[config.mk]
export PLATFORM = sky130hd
export DESIGN_NAME = pipe_reg_chain
export DESIGN_NICKNAME = d
export VERILOG_FILES = /design/src/rtl/pipe_reg_chain_pkg.sv /design/src/rtl/pipe_reg_chain_skid_stage.sv /design/src/rtl/pipe_reg_chain.sv
export SDC_FILE = /design/constraint.sdc
export NUM_CORES = 1
export LEC_CHECK = 0
export BUFFER_PORTS_ARGS = -buffer_cell sky130_fd_sc_hd__buf_2
export CAP_MARGIN = 30
export CELL_PAD_IN_SITES_DETAIL_PLACEMENT = 1
export CELL_PAD_IN_SITES_GLOBAL_PLACEMENT = 2
export CORE_ASPECT_RATIO = 1.75
export CORE_MARGIN = 2
export CORE_UTILIZATION = 36
export CTS_BUF_LIST = sky130_fd_sc_hd__clkbuf_2
export CTS_CLUSTER_SIZE = 10
export DETAILED_ROUTE_END_ITERATION = 10
export PLACE_DENSITY = 0.9
export SLEW_MARGIN = 20
export SYNTH_ARGS = -nofsm -noshare
export SYNTH_HDL_FRONTEND = slang
export SYNTH_SLANG_ARGS = --single-unit
[constraint.sdc]
create_clock -name clk -period 1.9 [get_ports clk]
set_input_delay 0.19 -clock clk [delete_from_list [all_inputs] [get_ports clk]]
set_output_delay 0.19 -clock clk [all_outputs]
set_load 0.05 [all_outputs]
[src/rtl/pipe_reg_chain_pkg.sv]
// Shared types and sizing helpers for the elastic register chain.
package pipe_reg_pkg;

  typedef enum logic [1:0] {
    EMPTY = 2'd0,
    BUSY  = 2'd1,
    FULL  = 2'd2
  } stage_state_e;

  // Bits needed to hold an occupancy of 0..2*stages.
  function automatic int unsigned count_width(input int unsigned stages);
    return $clog2(2 * stages + 1);
  endfunction

endpackage

[src/rtl/pipe_reg_chain_skid_stage.sv]
// One two-entry skid stage: ready comes straight from state flops so the
// upstream ready path never sees downstream combinational logic.
module skid_stage
  import pipe_reg_pkg::*;
#(
  parameter int unsigned WIDTH = 8
) (
  input  logic             clk,
  input  logic             rst,
  input  logic             flush,
  input  logic             up_valid_i,
  output logic             up_ready_o,
  input  logic [WIDTH-1:0] up_data_i,
  output logic             dn_valid_o,
  input  logic             dn_ready_i,
  output logic [WIDTH-1:0] dn_data_o,
  output logic [1:0]       occ_d_o
);

  stage_state_e     state_q, state_d;
  logic [WIDTH-1:0] main_q, main_d;
  logic [WIDTH-1:0] skid_q, skid_d;

  always_ff @(posedge clk or posedge rst) begin
    if (rst) begin
      state_q <= EMPTY;
      main_q  <= '0;
      skid_q  <= '0;
    end else begin
      state_q <= state_d;
      main_q  <= main_d;
      skid_q  <= skid_d;
    end
  end

  always_comb begin
    state_d = state_q;
    main_d  = main_q;
    skid_d  = skid_q;
    if (flush) begin
      state_d = EMPTY;
      main_d  = '0;
      skid_d  = '0;
    end else begin
      case (state_q)
        EMPTY: begin
          if (up_valid_i) begin
            state_d = BUSY;
            main_d  = up_data_i;
          end
        end
        BUSY: begin
          if (up_valid_i && dn_ready_i) begin
            main_d = up_data_i;
          end else if (up_valid_i && !dn_ready_i) begin
            state_d = FULL;
            skid_d  = up_data_i;
          end else if (!up_valid_i && dn_ready_i) begin
            state_d = EMPTY;
          end
        end
        FULL: begin
          if (dn_ready_i) begin
            state_d = BUSY;
            main_d  = skid_q;
          end
        end
        default: state_d = EMPTY;
      endcase
    end
  end

  // Next-state occupancy lets the parent register a count aligned with state.
  always_comb begin
    occ_d_o = 2'd0;
    if (state_d == BUSY) occ_d_o = 2'd1;
    else if (state_d == FULL) occ_d_o = 2'd2;
  end

  assign up_ready_o = (state_q != FULL);
  assign dn_valid_o = (state_q != EMPTY);
  assign dn_data_o  = main_q;

endmodule

[src/rtl/pipe_reg_chain.sv]
// Elastic valid/ready register chain of STAGES skid stages with flush and
// a registered occupancy count.
module pipe_reg_chain
  import pipe_reg_pkg::*;
#(
  parameter int unsigned WIDTH  = 8,
  parameter int unsigned STAGES = 2
) (
  input  logic                              clk,
  input  logic                              rst,
  input  logic                              flush,
  input  logic                              in_valid,
  output logic                              in_ready,
  input  logic [WIDTH-1:0]                  in_data,
  output logic                              out_valid,
  input  logic                              out_ready,
  output logic [WIDTH-1:0]                  out_data,
  output logic [count_width(STAGES)-1:0]    count
);

  localparam int unsigned CntW = count_width(STAGES);

  logic             stg_valid [STAGES+1];
  logic             stg_ready [STAGES+1];
  logic [WIDTH-1:0] stg_data  [STAGES+1];
  logic [1:0]       stg_occ   [STAGES];
  logic [CntW-1:0]  count_q, count_d;

  assign stg_valid[0]      = in_valid;
  assign stg_data[0]       = in_data;
  assign stg_ready[STAGES] = out_ready;

  for (genvar i = 0; i < STAGES; i++) begin : g_stage
    skid_stage #(.WIDTH(WIDTH)) u_stage (
      .clk        (clk),
      .rst        (rst),
      .flush      (flush),
      .up_valid_i (stg_valid[i]),
      .up_ready_o (stg_ready[i]),
      .up_data_i  (stg_data[i]),
      .dn_valid_o (stg_valid[i+1]),
      .dn_ready_i (stg_ready[i+1]),
      .dn_data_o  (stg_data[i+1]),
      .occ_d_o    (stg_occ[i])
    );
  end

  always_comb begin
    count_d = '0;
    for (int unsigned i = 0; i < STAGES; i++) begin
      count_d = count_d + CntW'(stg_occ[i]);
    end
  end

  always_ff @(posedge clk or posedge rst) begin
    if (rst) count_q <= '0;
    else     count_q <= count_d;
  end

  assign in_ready  = stg_ready[0] & ~flush;
  assign out_valid = stg_valid[STAGES];
  assign out_data  = stg_data[STAGES];
  assign count     = count_q;

endmodule
==> flow_summary.toml, run 1 <==
[critical_path]
setup.worst_path.class = "reg -> reg"
crit_arrival_ns = 2.10
crit_fanout = 5
start_kind = "flop"
cp-end-kind = "flop"
crit_required_ns = 2.17

[routing]
drc = 0
first_pass_iters = 5
via_per_inst = 5.331
wl_per_cell_um = 16.62
num_vias = 1322
wirelength_um = 4122
ant_nets = 0
drt_iter0_drc = 20

[pwr]
p_comb_share_pct = 20.0
p_seq_share_pct = 57.2
switching_power_mw = 0.4964
cellLeakagePower_nw = 1.065
p_sw_share_pct = 31.62
clockPowerShare_pct = 22.9
p_per_area_nw_per_um2 = 712.5
total_power_mw = 1.570
peakVddDrop_v = 0.0004267
p_int_mw = 1.073

[floorplanning]
rows = 34
core_um2 = 4935
dieHeight_um = 98.27
die_x_um = 57.87
io-pin-count = 26
start_util_pct = 37.04
fp.dieArea_um2 = 5686

[placement]
dp_hpwl_um = 3082
routabilityCongestion = 0.7944
portBuffers = 25

[timing]
period_needed_ns = 1.840
fmax_mhz = 543.5
slew_violations = 0
hold_viol = 0
clock_skew_ns = 0.01236
maxSlewHeadroom_pct = 50.98
worst_pin_slew_ns = 0.7319
setup_viol = 0
finalCritPeriodShare_pct = 96.84

[logic_synthesis]
syn_inst = 147
yosys_warnings = 0
synth-seq-area-share_pct = 53.39
synth.distinct_cells = 30
syn_nets = 162
syn_area_um2 = 1828
avgSynthCellArea_um2 = 12.44
ys_seq_elements = 39

[clocking]
htree_levels = 2
cts_buffers = 5
cts_sinks = 39
root_buffer = "clkbuf_2"
clk_latency_ns = 0.37
clock_path_buffers = 2
clk_pin_slew_worst_paths_ns = 0.19
cts_tree = "yes"

[layout]
synthToLayoutAreaGrowth_pct = 20.53
regArea_um2 = 980.9
final_util_pct = 44.65
final_cell_mix = "dfrtp_1 (35), buf_2 (25), mux2i_1 (17), buf_4 (17)"
layout-drive-gt1-share_pct = 36.08
mostFrequentLayoutCell = "dfrtp_1"
diodes = 0
n_fill_cell = 549
fin_nets = 208
multi_input_area_um2 = 815.8

[global_route]
grt_pass1_vias = 1435
grt_max_degree = 40
globalRouteOverflowTotal = 0
grt_pass1_wl_um = 6900
antenna_found_initial = 0
grt.total_usage_pct = 15.61

[hold_path]
hold_class = "in -> reg"

[outcome]
status = "finished, final reports clean"

[run]
maxCapViolations = 0
==> area by class of cell <==
cell class | instances | area share [%]
clock buffers | 6 | 1.363
flip-flops and latches | 39 | 44.52
well taps | 54 | 3.066
clock inverters | 2 | 0.5679
repair buffers | 46 | 13.29
multi-input cells | 100 | 37.02
inverters | 1 | 0.1704
==> cell families after synthesis <==
family / Yosys count / synth area share [%]
fa+ha+maj: 2 / 1.780
flops: 39 / 53.39
compound gates: 42 / 20.26
buf+inv: 8 / 3.011
simple gates: 38 / 11.77
mux: 17 / 9.309
xor+xnor: 1 / 0.4792
==> layer usage <==
metal  part of all wire, %  routed length [um]  up-vias  global-route usage (%)
met3                   2.3                  96        4                   2.781
met2                    58                2404       19                   29.02
met4                   1.1                  44        0                   5.367
li1                      -                   -      637                       -
met5                     0                   0        -                       0
met1                    38                1577      662                   17.07
==> sequential cells by signal, indices dropped and copies added (netlist names) <==
signal                     count
g_stage.u_stage.dn_data_o     16
g_stage.u_stage.skid_q        16
g_stage.u_stage.state_q        4
count                          3
==> worst paths after layout <==
path                                              endpoint  cells after the start                       startpoint  slack (ns)
setup reg to reg                                  count[1]                      5    g_stage[1].u_stage.state_q[0]        0.06
max in group asynchronous    g_stage[1].u_stage.state_q[1]                      4                              rst        1.10
setup / recovery                                  count[1]                      5    g_stage[1].u_stage.state_q[0]        0.06
hold reg to reg            g_stage[1].u_stage.dn_data_o[7]                      2  g_stage[1].u_stage.dn_data_o[7]        0.50
min in group asynchronous     g_stage[1].u_stage.skid_q[3]                      4                              rst        0.44
hold / removal                g_stage[0].u_stage.skid_q[5]                      2                       in_data[5]        0.05
==> metrics by stage <==
step	worst slack [ns]	hold WS (ns)	std cells	area [um2]	setup TNS (ns)
2_1_floorplan	0.04246	0.3227	147	1828	0
3_3_place_gp	0.1222	0.3186	231	2059	0
3_5_place_dp	-0.02101	0.3427	231	2059	-0.02101
4_1_cts	0.009197	0.008921	241	2130	0
5_1_grt	-0.02140	0.002685	248	2203	-0.02140
6_report	0.06013	0.04620	248	2203	0
==> power groups by stage <==
stage                     registers, mW  clock network [mW]  logic, mW
after CTS                         0.898               0.385      0.299
after detailed placement          0.912                   0      0.295
after floorplan                   0.975                   0      0.140
after global placement            0.908                   0      0.283
final                             0.897               0.359      0.314
after global routing              0.904               0.422      0.338
==> critical path, stage by stage, from the launching register on <==
cell	delay, ns
dfrtp_2	0.49
nand3b_2	0.27
mux2i_1	0.22
o2bb2ai_1	0.15
ha_1	0.20
fa_1	0.42
==> cell usage after synthesis <==
cell,n,area [um2]
fa_1,1,20.02
clkbuf_1,2,7.510
nand3_2,1,10.01
dfrtp_1,39,975.9
ha_1,1,12.51
nor2_1,6,22.52
a31oi_1,1,6.260
nor2_4,1,11.26
o21ba_2,1,10.01
buf_2,2,10.01
a2bb2oi_1,1,8.760
nor4_4,1,21.27
o2bb2ai_1,2,17.52
o31ai_1,16,120.1
nand3b_2,1,11.26
and2b_2,1,8.760
nor3_1,2,10.01
inv_1,1,3.750
and2b_4,1,10.01
mux2i_1,17,170.2
a221oi_4,2,52.55
nand2b_1,3,18.77
nand2_1,16,60.06
nor2b_1,1,6.260
xnor2_1,1,8.760
buf_6,3,33.78
or3_1,1,6.260
or2_2,3,18.77
o21ai_0,3,15.01
a22o_1,16,140.1
==> what timing repair did <==
item                                    CTS  global route
hold buffers                              1             3
cloned                                    0             0
buffers inserted                          1             4
gates resized for setup                   2             7
pin swaps                                 1             0
endpoints found under the hold margin    39             3
endpoints found under the setup margin    1             3
Power figures use the tool's default switching activity.
==> run 2, diff against run 1 <==
==> constraint.sdc (replaced) <==
create_clock -name clk -period 1.9 [get_ports clk]
set_input_delay 0.38 -clock clk [delete_from_list [all_inputs] [get_ports clk]]
set_output_delay 0.38 -clock clk [all_outputs]
set_load 0.05 [all_outputs]
==> run 2 against run 1 <==
Via count is essentially flat. Worst hold slack lost 0.010 ns. Sequential cell count is the same. Die area is the same. Sequential power is essentially flat. Global-route usage grew 0.20 points. Clock power grew 42%. Wire length shrank 3.4%. Sequential share of layout area shrank 0.14 points. Combinational power shrank 2%. Largest power group unchanged.
==> flow_summary.toml, run 2 (synthesized netlist as in run 1, its figures left out) <==
[clocking]
cts_hold_buf = 0
clk_pin_slew_worst_paths_ns = 0.21
clk_latency_ns = 0.42
cts_buffers = 5
clock_path_buffers = 2
root_buffer = "clkbuf_2"
cts_tree = "yes"
cts_sinks = 39
htree_levels = 2

[critical_path]
crit_fanout = 4
crit_arrival_ns = 1.45
setup.worst_path.class = "reg -> out"
start_kind = "flop"
r2r_slack_ns = 0.08
cp-end-kind = "output pin"
crit_required_ns = 1.52

[floorplanning]
die_x_um = 57.87
io-pin-count = 26
fp.dieArea_um2 = 5686
core_um2 = 4935
dieHeight_um = 98.27
start_util_pct = 37.04
rows = 34

[run]
maxCapViolations = 0

[timing]
maxSlewHeadroom_pct = 52.41
worst_pin_slew_ns = 0.7106
slew_violations = 0
period_needed_ns = 1.828
finalCritPeriodShare_pct = 96.22
setup_viol = 0
hold_viol = 0
rsz0062_at_grt = "true"
fmax_mhz = 547.0
clock_skew_ns = 0.02124

[global_route]
grt_pass1_vias = 1555
globalRouteOverflowTotal = 0
antenna_found_initial = 0
grt_max_degree = 40
grt_pass1_wl_um = 7017
grt.total_usage_pct = 15.81

[layout]
fin_nets = 204
stdcell_area_um2 = 2205
layout-drive-gt1-share_pct = 36.84
mostFrequentLayoutCell = "dfrtp_1"
synthToLayoutAreaGrowth_pct = 20.60
diodes = 0
n_fill_cell = 546
final_cell_mix = "dfrtp_1 (37), buf_2 (23)"
final_util_pct = 44.68

[routing]
wirelength_um = 3981
drt_iter0_drc = 10
via_per_inst = 5.422
num_vias = 1323
drc = 0
ant_nets = 0
wl_per_cell_um = 16.32
first_pass_iters = 3

[placement]
dp_hpwl_um = 3046
routabilityCongestion = 0.7851
portBuffers = 25
post_dp_cell_area_um2 = 2082

[pwr]
peakVddDrop_v = 0.0005701
cellLeakagePower_nw = 1.062
p_per_area_nw_per_um2 = 775.8

[hold_path]
hold_class = "in -> async"

[outcome]
status = "finished, final reports clean"
==> run 2: power breakdown <==
part | switching [mW] | internal (mW) | leakage, nW
registers | 0.0260 | 0.870 | 0.525
logic | 0.201 | 0.105 | 0.494
clock network | 0.285 | 0.223 | 0.0429
total | 0.513 | 1.20 | 1.06
==> run 2: worst paths after layout <==
| path | from | end | cells past startpoint |
|---|---|---|---|
| max reg2reg | g_stage[0].u_stage.state_q[1] | count[1] | 5 |
| max | g_stage[1].u_stage.state_q[1] | out_valid | 3 |
| min reg2reg | g_stage[1].u_stage.dn_data_o[6] | g_stage[1].u_stage.dn_data_o[6] | 2 |
| min in group clk | in_data[1] | g_stage[0].u_stage.skid_q[1] | 2 |
| max in group asynchronous | rst | g_stage[0].u_stage.state_q[1] | 3 |
| min | rst | g_stage[1].u_stage.skid_q[6] | 3 |
==> run 2: critical path, stage by stage, from the launching register on <==
cell and delay, ns:
dfrtp_1 0.43, buf_4 0.16, or2_2 0.30, buf_6 0.16
==> run 2: per-layer routing <==
metal	wire length (um)	GRT usage [%]
met5	0	0
met4	83	6.977
met3	119	3.841
met2	2309	28.41
met1	1469	16.85
==> run 2: through the flow <==
stage | power, mW | instances | hold slack, ns | worst slack [ns] | TNS (ns)
finish | 1.710 | 244 | 0.03595 | 0.07173 | 0
global route | 1.795 | 244 | 0.04364 | -0.01239 | -0.01460
CTS | 1.725 | 244 | 0.03871 | 0.004556 | 0
detailed placement | 1.209 | 234 | 0.4734 | -0.03005 | -0.03005
global placement | 1.193 | 234 | 0.4578 | 0.09868 | 0
floorplan | 1.114 | 147 | 0.4658 | 0.04246 | 0
==> run 2: layout make-up <==
cell class              count  area (um2)  area share (%)
clock buffers               5       25.02           1.135
flip-flops and latches     39       978.4           44.38
multi-input cells         100       820.8           37.23
well taps                  54       67.56           3.065
clock inverters             3       43.79           1.986
repair buffers             42       265.3           12.03
inverters                   1       3.754          0.1703
==> run 2: timing repair <==
| item | 4_1_cts | 5_1_grt |
|---|---|---|
| endpoints found under the setup margin | 2 | 4 |
| resized for setup | 1 | 12 |
| pin swaps | 0 | 1 |
| buffers inserted | 2 | 0 |
==> run 3, diff against run 2 <==
--- a/config.mk
+++ b/config.mk
@@ -6,16 +6,14 @@
 export NUM_CORES = 1
 export LEC_CHECK = 0
 export BUFFER_PORTS_ARGS = -buffer_cell sky130_fd_sc_hd__buf_2
-export CAP_MARGIN = 30
-export CELL_PAD_IN_SITES_DETAIL_PLACEMENT = 1
-export CELL_PAD_IN_SITES_GLOBAL_PLACEMENT = 2
+export CAP_MARGIN = 40
 export CORE_ASPECT_RATIO = 1.75
 export CORE_MARGIN = 2
-export CORE_UTILIZATION = 36
+export CORE_UTILIZATION = 50
 export CTS_BUF_LIST = sky130_fd_sc_hd__clkbuf_2
 export CTS_CLUSTER_SIZE = 10
 export DETAILED_ROUTE_END_ITERATION = 10
-export PLACE_DENSITY = 0.9
+export PLACE_DENSITY = 0.86
 export SLEW_MARGIN = 20
 export SYNTH_ARGS = -nofsm -noshare
 export SYNTH_HDL_FRONTEND = slang
==> run 3 against run 2 <==
Clock-buffer cell count did not move. First-iteration DRC count grew 140%. Fmax up 0.97%. Power fell by 1.9%. Largest power group unchanged. Wire length down 6.5%. Via count increased by 0.76%. Worst hold slack improved by 0.029 ns. Critical path depth up 1. Register-to-register slack is essentially flat.
==> flow_summary.toml, run 3 (synthesized netlist as in run 1, its figures left out) <==
[critical_path]
r2r_cells = 4
setup.worst_path.class = "reg -> reg"
max_stage_delay_ns = 0.46
crit_arrival_ns = 2.10
crit_fanout = 5
timing.rr.end = "count[1]"
start_kind = "flop"
worstSetupEndpoint = "count[1]"
cp-end-kind = "flop"
crit_required_ns = 2.18
worstSetupStartpoint = "g_stage[1].u_stage.state_q[0]"
r2r_slack_ns = 0.09
worstPathCellList = "nand2b_2 -> or3_1 -> o21ai_1 -> fa_1"
critPathSlowestCell = "dfrtp_1"
regToRegStartpoint = "g_stage[1].u_stage.state_q[0]"

[clocking]
clk_pin_slew_worst_paths_ns = 0.19
cts_sinks = 39
cts_buffers = 5
htree_levels = 2
clk_latency_ns = 0.39
cts_tree = "yes"
clock_path_buffers = 2
root_buffer = "clkbuf_2"

[layout]
multi_input_area_um2 = 808.3
stdcell_count = 234
regArea_um2 = 978.4
diodes = 0
mostFrequentLayoutCell = "dfrtp_1"
fin_nets = 202
n_fill_cell = 310
layout-drive-gt1-share_pct = 34.04
final_cell_mix = "dfrtp_1 (37), buf_2 (25), mux2i_1 (17)"
synthToLayoutAreaGrowth_pct = 17.59

[placement]
routabilityCongestion = 0.7927
dp_hpwl_um = 2815
place_inst = 226
portBuffers = 25

[floorplanning]
fp.dieArea_um2 = 4174
core_um2 = 3556
dieHeight_um = 83.99
io-pin-count = 26
rows = 29
die_x_um = 49.71
start_util_pct = 51.41

[pwr]
cellLeakagePower_nw = 1.047
p_per_area_nw_per_um2 = 780.2
peakVddDrop_v = 0.0005142
total_power_mw = 1.677

[timing]
fmax_mhz = 552.3
finalCritPeriodShare_pct = 95.30
setup_viol = 0
slew_violations = 0
rsz0062_at_grt = "false"
hold_viol = 0
worst_pin_slew_ns = 0.7310
clock_skew_ns = 0.02640
period_needed_ns = 1.811
maxSlewHeadroom_pct = 51.04
fin_tns_setup_ns = 0

[routing]
num_vias = 1333
wirelength_um = 3724
via_per_inst = 5.697
drt_iter0_drc = 24
ant_nets = 0
wl_per_cell_um = 15.91
drc = 0
first_pass_iters = 4

[hold_path]
hold_class = "in -> async"

[outcome]
status = "finished, final reports clean"

[global_route]
antenna_found_initial = 0
grt_pass1_wl_um = 6348
globalRouteOverflowTotal = 0
grt.total_usage_pct = 19.67
grt_max_degree = 40
grt_pass1_vias = 1393

[run]
maxCapViolations = 0
-- run 3: how the worst min path moves through the flow --
stage	end	slack (ns)	depth (start not counted)
detailed placement	g_stage[1].u_stage.dn_data_o[0]	0.47	2
finish	count[1]	0.06	3
global route	g_stage[0].u_stage.dn_data_o[3]	0.07	3
floorplan	g_stage[1].u_stage.skid_q[0]	0.47	1
global placement	g_stage[1].u_stage.dn_data_o[7]	0.45	2
CTS	g_stage[1].u_stage.state_q[0]	0.06	3
-- run 3: area by class of cell --
| cell class | instances | area share (%) |
|---|---|---|
| repair buffers | 40 | 11.06 |
| clock inverters | 3 | 1.804 |
| well taps | 46 | 2.678 |
| multi-input cells | 100 | 37.60 |
| inverters | 1 | 0.1746 |
| clock buffers | 5 | 1.164 |
| flip-flops and latches | 39 | 45.52 |
-- run 3: layer usage --
layer	global-route usage [%]	vias up	wire, um
li1	-	627	-
met1	20.17	668	1441
met2	36.61	29	2091
met3	3.584	9	94
met4	9.596	0	96
met5	0	-	0
-- run 3: worst max-delay path, delay by kind of cell, from the launching register on --
| kind | cells | cell delay, ns |
|---|---|---|
| compound gates | 1 | 0.19 |
| fa+ha+maj | 1 | 0.44 |
| flops | 1 | 0.46 |
| simple gates | 2 | 0.63 |
-- run 3: power breakdown --
group          internal [mW]  leakage, nW  switching, mW  total, mW
combinational         0.0975        0.481          0.196      0.294
clock                  0.217       0.0404          0.270      0.487
sequential             0.870        0.525         0.0269      0.897
total                   1.18         1.05          0.493       1.68
-- run 3: timing repair --
action,CTS,global route
hold buffers,0,0
setup buffers,0,0
setup endpoints to repair,0,2
resized for setup,0,6
-- run 3: per-stage QoR --
step | area (um2) | utilization, % | hold WS [ns] | setup WS [ns]
final | 2150 | 60.45 | 0.06476 | 0.08938
after global routing | 2150 | 60.45 | 0.07426 | 0.01326
after CTS | 2136 | 60.06 | 0.06255 | 0.04100
after detailed placement | 2072 | 58.27 | 0.4666 | 0.03801
after global placement | 2072 | 58.27 | 0.4533 | 0.08679
after floorplan | 1828 | - | 0.4658 | 0.04246
